===== src/rtl/gate_bist_pkg.sv =====
// Shared types for the 2-input gate self-test engine: op encoding, FSM states,
// stimulus pattern table and the reference gate function.
package gate_bist_pkg;

    typedef enum logic [1:0] {
        OP_AND  = 2'b00,
        OP_OR   = 2'b01,
        OP_XOR  = 2'b10,
        OP_NAND = 2'b11
    } op_e;

    typedef enum logic [1:0] {
        ST_IDLE   = 2'b00,
        ST_SETTLE = 2'b01,
        ST_CHECK  = 2'b10,
        ST_DONE   = 2'b11
    } state_e;

    localparam int NUM_PAT = 6;

    // Entry i sits at bits [2i+1:2i] as {a,b}: full truth table then the 00/11 toggle pair.
    localparam logic [2*NUM_PAT-1:0] PAT_TBL = {2'b11, 2'b00, 2'b11, 2'b10, 2'b01, 2'b00};

    function automatic logic [1:0] pat_at(input logic [2:0] idx);
        logic [1:0] p;
        p = 2'b00;
        if (idx < 3'(NUM_PAT)) begin
            p = PAT_TBL[{idx, 1'b0} +: 2];
        end
        return p;
    endfunction

    function automatic logic exp_y(input op_e op, input logic a, input logic b);
        logic y;
        case (op)
            OP_AND:  y = a & b;
            OP_OR:   y = a | b;
            OP_XOR:  y = a ^ b;
            OP_NAND: y = ~(a & b);
            default: y = 1'b0;
        endcase
        return y;
    endfunction

endpackage


===== src/rtl/gate_bist_seq.sv =====
// Pattern sequencer: settle counter, pattern index and loop counter; emits next pattern and end flags.
// Latency: flags are combinational from registered counters; no backpressure, steps only when told.
// No flow control: clear/cnt_en/advance come from the checker FSM.
module gate_bist_seq
    import gate_bist_pkg::*;
#(
    parameter int SETTLE_CYCLES = 2,
    parameter int LOOPS         = 1
) (
    input  logic       clk,
    input  logic       rst,
    input  logic       clear,
    input  logic       cnt_en,
    input  logic       advance,
    output logic       settle_last,
    output logic       last,
    output logic [1:0] nxt_pat
);
    localparam int CNT_W  = (SETTLE_CYCLES > 1) ? $clog2(SETTLE_CYCLES) : 1;
    localparam int LOOP_W = (LOOPS > 1) ? $clog2(LOOPS) : 1;

    logic [CNT_W-1:0]  cnt_q;
    logic [2:0]        idx_q;
    logic [LOOP_W-1:0] loop_q;
    logic              idx_end;

    assign idx_end     = (idx_q == 3'(NUM_PAT - 1));
    assign settle_last = (cnt_q == CNT_W'(SETTLE_CYCLES - 1));
    assign last        = idx_end && (loop_q == LOOP_W'(LOOPS - 1));
    assign nxt_pat     = pat_at(idx_end ? 3'd0 : idx_q + 3'd1);

    always_ff @(posedge clk or posedge rst) begin
        if (rst) begin
            cnt_q  <= '0;
            idx_q  <= '0;
            loop_q <= '0;
        end else if (clear) begin
            cnt_q  <= '0;
            idx_q  <= '0;
            loop_q <= '0;
        end else if (advance) begin
            cnt_q <= '0;
            if (idx_end) begin
                idx_q  <= '0;
                loop_q <= loop_q + 1'b1;
            end else begin
                idx_q <= idx_q + 3'd1;
            end
        end else if (cnt_en && !settle_last) begin
            cnt_q <= cnt_q + 1'b1;
        end
    end

endmodule


===== config.mk =====
export PLATFORM = sky130hd
export DESIGN_NAME = gate_bist_seq
export DESIGN_NICKNAME = d
export VERILOG_FILES = /design/src/rtl/gate_bist_pkg.sv /design/src/rtl/gate_bist_seq.sv
export SDC_FILE = /design/constraint.sdc
export NUM_CORES = 1
export LEC_CHECK = 0
export ABC_CLOCK_PERIOD_IN_PS = 2850
export CAP_MARGIN = 40
export CORE_AREA = 5 5 42 44
export CTS_BUF_LIST = sky130_fd_sc_hd__clkbuf_4 sky130_fd_sc_hd__clkbuf_8 sky130_fd_sc_hd__clkbuf_16
export DETAILED_ROUTE_END_ITERATION = 8
export DIE_AREA = 0 0 47 49
export PLACE_DENSITY = 0.46
export SKIP_CTS_REPAIR_TIMING = 1
export SLEW_MARGIN = 0
export SYNTH_ARGS = -nofsm -noshare
export SYNTH_HDL_FRONTEND = slang
export SYNTH_SLANG_ARGS = --single-unit

===== constraint.sdc =====
create_clock -name clk -period 2.85 [get_ports clk]
set_input_delay 0.57 -clock clk [delete_from_list [all_inputs] [get_ports clk]]
set_output_delay 0.57 -clock clk [all_outputs]
set_load 0.005 [all_outputs]

==> results of run 1 <==
worst max path at each step:
stage / to / depth (start not counted) / startpoint / slack [ps]
finish: nxt_pat[1] / 3 / idx_q[2] / 770
global route: nxt_pat[1] / 3 / idx_q[1] / 670
CTS: nxt_pat[1] / 3 / idx_q[2] / 760
detailed placement: nxt_pat[1] / 3 / idx_q[2] / 1020
global placement: nxt_pat[1] / 3 / idx_q[2] / 1040
floorplan: nxt_pat[1] / 2 / idx_q[1] / 1530
cell families after synthesis:
| family | after synthesis |
|---|---|
| flip-flops | 5 |
| multiplexers | 1 |
| buffers and inverters | 3 |
| AO/OA/AOI/OAI | 7 |
| XOR/XNOR | 2 |
| AND/OR/NAND/NOR | 9 |
layout make-up:
type / count / area (µm²) / area share
Clock buffer: 4 / 30.03 / 0.07453
Inverter: 1 / 3.754 / 0.009317
Multi-Input combinational cell: 19 / 143.9 / 0.3571
Sequential cell: 5 / 125.1 / 0.3106
Tap cell: 16 / 20.02 / 0.04969
Timing Repair Buffer: 8 / 80.08 / 0.1988
per-stage QoR:
step	setup slack [ps]	instances
after CTS	757.8	53
after global placement	1040	49
final	772.7	53
after global routing	671.6	53
after detailed placement	1020	49
after floorplan	1528	27
worst reg2reg max path, delay by kind of cell, from the launching register on:
kind / cells / cell delay [ps]
flops: 1 / 510
mux: 1 / 310
simple gates: 1 / 170
cells in the final DEF, fill, tap and decap left out:
master           synthesis  final
xor2_1                   1      1
a21bo_1                  2      2
and4bb_1                 1      1
dfrtp_1                  5      5
nand4bb_1                1      1
nand4b_1                 2      2
inv_1                    1      1
a21oi_1                  3      3
clkbuf_4                 0      4
clkdlybuf4s50_1          0      8
mux2_4                   1      1
nor2_1                   3      3
o21a_1                   1      1
nor2b_1                  1      1
o21ai_0                  1      1
nor3_1                   1      1
xnor2_1                  1      1
routing by layer:
layer / GRT usage / wire [µm]
met1: 0.07301 / 282
met2: 0.09050 / 318
met3: 0.03321 / 28
met4: 0.08295 / 0
met5: 0 / 0
sequential cells by signal, indices dropped and copies added (netlist names):
signal / count
idx_q: 3
loop_q: 1
settle_last: 1
where the power goes:
part | switching (mW) | internal (mW)
combinational | 0.0104 | 0.0195
sequential | 0.00645 | 0.0745
clock | 0.0287 | 0.0624
==> impl_metrics.yaml, run 1 <==
run_status:
  status: "complete, no violations"
timing:
  fmax_mhz: 481.4
  final_hold_viol_count: 0
  slew_violations: 0
  period_minus_slack_ps: 2077
  fin_crit_sh: 0.7289
  rsz0062_at_grt: "false"
  skew_ps: 0.1573
  relSlewSlack: 0.7974
  setup_violations: 0
  tightest_slew_ps: 303.9
  hold_ws_ps: 540.9
  tns_ps: 0
job:
  drv_cap: 0
synthesis:
  synthSimpleGateAreaFrac: 0.2237
  synth_warnings: 0
  synth_cell_types: 17
  synth_top_family_by_area: "simple AND/OR/NAND/NOR gates"
  syn_inst: 27
  synth_top_area_cell: "dfrtp_1"
  synth_edf_count: 0
  synth_area_leaders: "dfrtp_1, a21bo_1, nand4b_1, a21oi_1, mux2_4"
  synth_fa_ha_area_frac: 0
  seq_area_frac_synth: 0.4386
  ys_ff_latch: 5
  ys_top_cells_by_count: "dfrtp_1, a21oi_1, nor2_1"
  syn-num-nets: 32
  async_flop_share: 1.000
  synth-compound-area-share: 0.1667
  synth_area_um2: 285.3
  synth.top_cell.area_share: 0.4386
  ys.flop_type: "dfrtp_1"
  syn-mean-instance-area_um2: 10.57
  yosysMostFrequentCell: "dfrtp_1"
  synth_xor_area_frac: 0.06140
  synthMuxAreaShare: 0.05263
setup_path:
  critPathCaptureType: "primary output"
  ff2ff_setup_slack_ps: 1740
  critPathKind: "reg2out"
  crit_slowest_cell: "clkdlybuf4s50_1"
  path_cells: "o21ai_0, o21a_1, clkdlybuf4s50_1"
  critical_path.max_stage_delay_ps: 490
  cp_max_fo: 8
  arrival_ps: 1510
  timing.rr.start: "idx_q[0]"
  path_buf_inv: 1
  crit_family: "buffers and inverters"
  critical_path_required_ps: 2280
  reg2reg_depth: 2
  r2r_end: "loop_q"
  start_kind: "flop"
placement:
  gp_congestion: 0.7436
  place_hpwl_um: 467.9
  portBuffers: 8
  place_area_um2: 372.9
clock_tree:
  clock_sinks: 5
  clk_pin_slew_worst_paths_ps: 40
  root_buffer: "clkbuf_4"
  cts_tree: "built"
  cts_buffers: 3
  htreeDepth: 1
  cts_buffer_depth: 2
  clkLatencyLatePin_ps: 240
die:
  ios: 9
  die_h_um: 49
  num_rows: 14
  die_x_um: 47
  initial_core_util: 0.2036
  dieArea_mm2: 0.002303
  core_mm2: 0.001401
pwr:
  p_total_mw: 0.2019
  p_leak_nw: 0.1750
  p_per_area_mw_per_mm2: 501.2
  ir_drop_mv: 0.1620
drt:
  firstDrtPassIters: 4
  via_per_inst: 4.377
  wirelength_um: 629
  drtIter0Drc: 6
  drc: 0
  post_drt_wl_per_cell_um: 11.87
  ant_nets: 0
  num_vias: 232
global_routing:
  grt_max_degree: 11
  grt_use_total: 0.07057
  grt_pass1_wl_um: 1041
  grt-ovfl-total: 0
  grt_pass1_vias: 235
  antenna_found_initial: 0
finish:
  layout-drive-gt1-share: 0.1351
  num-nets-final: 43
  diodes: 0
  design_area_um2: 402.9
  syn2layout_area_growth_pct: 41.23
  final_util: 0.2875
  fillers: 158
min_path:
  hold_class: "in2async"
(Power assumes the default switching activity.)
==> run 2: changes to the inputs <==
--- a/config.mk
+++ b/config.mk
@@ -5,7 +5,7 @@
 export SDC_FILE = /design/constraint.sdc
 export NUM_CORES = 1
 export LEC_CHECK = 0
-export ABC_CLOCK_PERIOD_IN_PS = 2850
+export ABC_CLOCK_PERIOD_IN_PS = 2100
 export CAP_MARGIN = 40
 export CORE_AREA = 5 5 42 44
 export CTS_BUF_LIST = sky130_fd_sc_hd__clkbuf_4 sky130_fd_sc_hd__clkbuf_8 sky130_fd_sc_hd__clkbuf_16
==> constraint.sdc (replaced) <==
create_clock -name clk -period 2.1 [get_ports clk]
set_input_delay 0.42 -clock clk [delete_from_list [all_inputs] [get_ports clk]]
set_output_delay 0.42 -clock clk [all_outputs]
set_load 0.005 [all_outputs]
==> run 2 against run 1 <==
- clock power rose by 36%
- setup slack got worse by 610 ps
- register-to-register slack got worse by 740 ps
- utilization did not move
- critical path depth did not move
- sequential share of layout area did not move
- hold slack got worse by 160 ps
- via count fell by 1.3%
- non-clock buffer count did not move
- final cell count did not move
- power rose by 36%
- clock skew rose by 4.2 ps
- critical path type unchanged
- highest routed layer is now met4
==> impl_metrics.yaml, run 2 (synthesis gave the netlist of run 1 again) <==
global_routing:
  grt_use_total: 0.06916
  grt_pass1_wl_um: 1048
  antenna_found_initial: 0
  grt-ovfl-total: 0
  grt_max_degree: 11
  grt_pass1_vias: 237
setup_path:
  critical_path.max_stage_delay_ps: 490
  critPathKind: "reg2out"
  reg2reg_depth: 2
  critPathCaptureType: "primary output"
  r2r_end: "loop_q"
  path_buf_inv: 1
  timing.rr.start: "idx_q[1]"
  crit_family: "buffers and inverters"
  path_cells: "o21ai_0, o21a_1, clkdlybuf4s50_1"
  cp_max_fo: 8
  critical_path_required_ps: 1680
  arrival_ps: 1510
  ff2ff_setup_slack_ps: 1000
  crit_slowest_cell: "clkdlybuf4s50_1"
  start_kind: "flop"
job:
  drv_cap: 0
clock_tree:
  cts_buffer_depth: 2
  htreeDepth: 1
  cts_tree: "built"
  clk_pin_slew_worst_paths_ps: 50
  clkLatencyLatePin_ps: 240
  clock_sinks: 5
  root_buffer: "clkbuf_4"
  cts_buffers: 3
drt:
  post_drt_wl_per_cell_um: 11.51
  drtIter0Drc: 5
  via_per_inst: 4.321
  ant_nets: 0
  firstDrtPassIters: 2
  drc: 0
  wirelength_um: 610
  num_vias: 229
finish:
  largest_register_ffs: 3
  diodes: 0
  design_area_um2: 402.9
  largest-register: "idx_q"
  most-common-layout-cells: "clkdlybuf4s50_1, dfrtp_1, clkbuf_4, nor2_1, a21oi_1"
  final_util: 0.2875
  mostFrequentLayoutCell: "clkdlybuf4s50_1"
  layout-drive-gt1-share: 0.1351
  syn2layout_area_growth_pct: 41.23
  num-nets-final: 43
pwr:
  p_sw_mw: 0.06218
  clkPwrFrac: 0.453
  ir_drop_mv: 0.2463
  p_per_area_mw_per_mm2: 681.3
  p_comb_frac: 0.147
  sw_frac_of_total: 0.2265
  p_int_mw: 0.2123
  p_leak_nw: 0.1750
  seqPwrFrac: 0.400
  p_total_mw: 0.2745
timing:
  fmax_mhz: 517.5
  fin_crit_sh: 0.9202
  setup_violations: 0
  period_minus_slack_ps: 1932
  relSlewSlack: 0.8000
  tightest_slew_ps: 300.0
  rsz0062_at_grt: "false"
  slew_violations: 0
  final_hold_viol_count: 0
  skew_ps: 4.312
  tns_ps: 0
min_path:
  hold_class: "in2async"
placement:
  place_area_um2: 372.9
  portBuffers: 8
  place_hpwl_um: 445.8
  gp_congestion: 0.6898
run_status:
  status: "complete, no violations"
die:
  ios: 9
  num_rows: 14
  core_mm2: 0.001401
  initial_core_util: 0.2036
  dieArea_mm2: 0.002303
  die_h_um: 49
  die_x_um: 47
==> run 2: cell counts in the layout (fill, tap and decap cells not counted) <==
No cell type changed its count.
==> run 2: through the flow <==
step | setup WS [ps] | instances | hold slack [ps]
2_1_floorplan | 927.8 | 27 | 198.5
3_3_place_gp | 443.7 | 49 | 526.0
3_5_place_dp | 425.1 | 49 | 538.9
4_1_cts | 159.1 | 53 | 390.9
5_1_grt | 65.73 | 53 | 423.6
6_report | 167.5 | 53 | 383.1
==> run 2: power groups by stage <==
stage / registers, mW / clock network (mW) / logic, mW
floorplan: 0.106 / 0 / 0.0251
global placement: 0.110 / 0 / 0.0404
detailed placement: 0.111 / 0 / 0.0414
CTS: 0.110 / 0.130 / 0.0416
global route: 0.111 / 0.139 / 0.0456
finish: 0.110 / 0.124 / 0.0403
==> run 2: worst max-delay path by stage <==
stage                         from          to  slack (ps)  depth (start not counted)
after floorplan           idx_q[1]  nxt_pat[1]         930                          2
final                     idx_q[1]  nxt_pat[1]         170                          3
after global placement    idx_q[2]  nxt_pat[1]         440                          3
after global routing      idx_q[1]  nxt_pat[1]          70                          3
after detailed placement  idx_q[2]  nxt_pat[1]         430                          3
after CTS                 idx_q[2]  nxt_pat[1]         160                          3
==> run 2: cell type report <==
| class | instances | area, µm² |
|---|---|---|
| fill | 163 | 998.5 |
| clock buffer | 4 | 30.03 |
| inverter | 1 | 3.754 |
| timing repair buffer | 8 | 80.08 |
| sequential | 5 | 125.1 |
| multi-input combinational | 19 | 143.9 |
| tap | 16 | 20.02 |
==> run 2: metal layers <==
| layer | wire length [µm] | track usage |
|---|---|---|
| met1 | 252 | 0.07522 |
| met2 | 289 | 0.08145 |
| met3 | 49 | 0.02583 |
| met4 | 19 | 0.09677 |
| met5 | 0 | 0 |
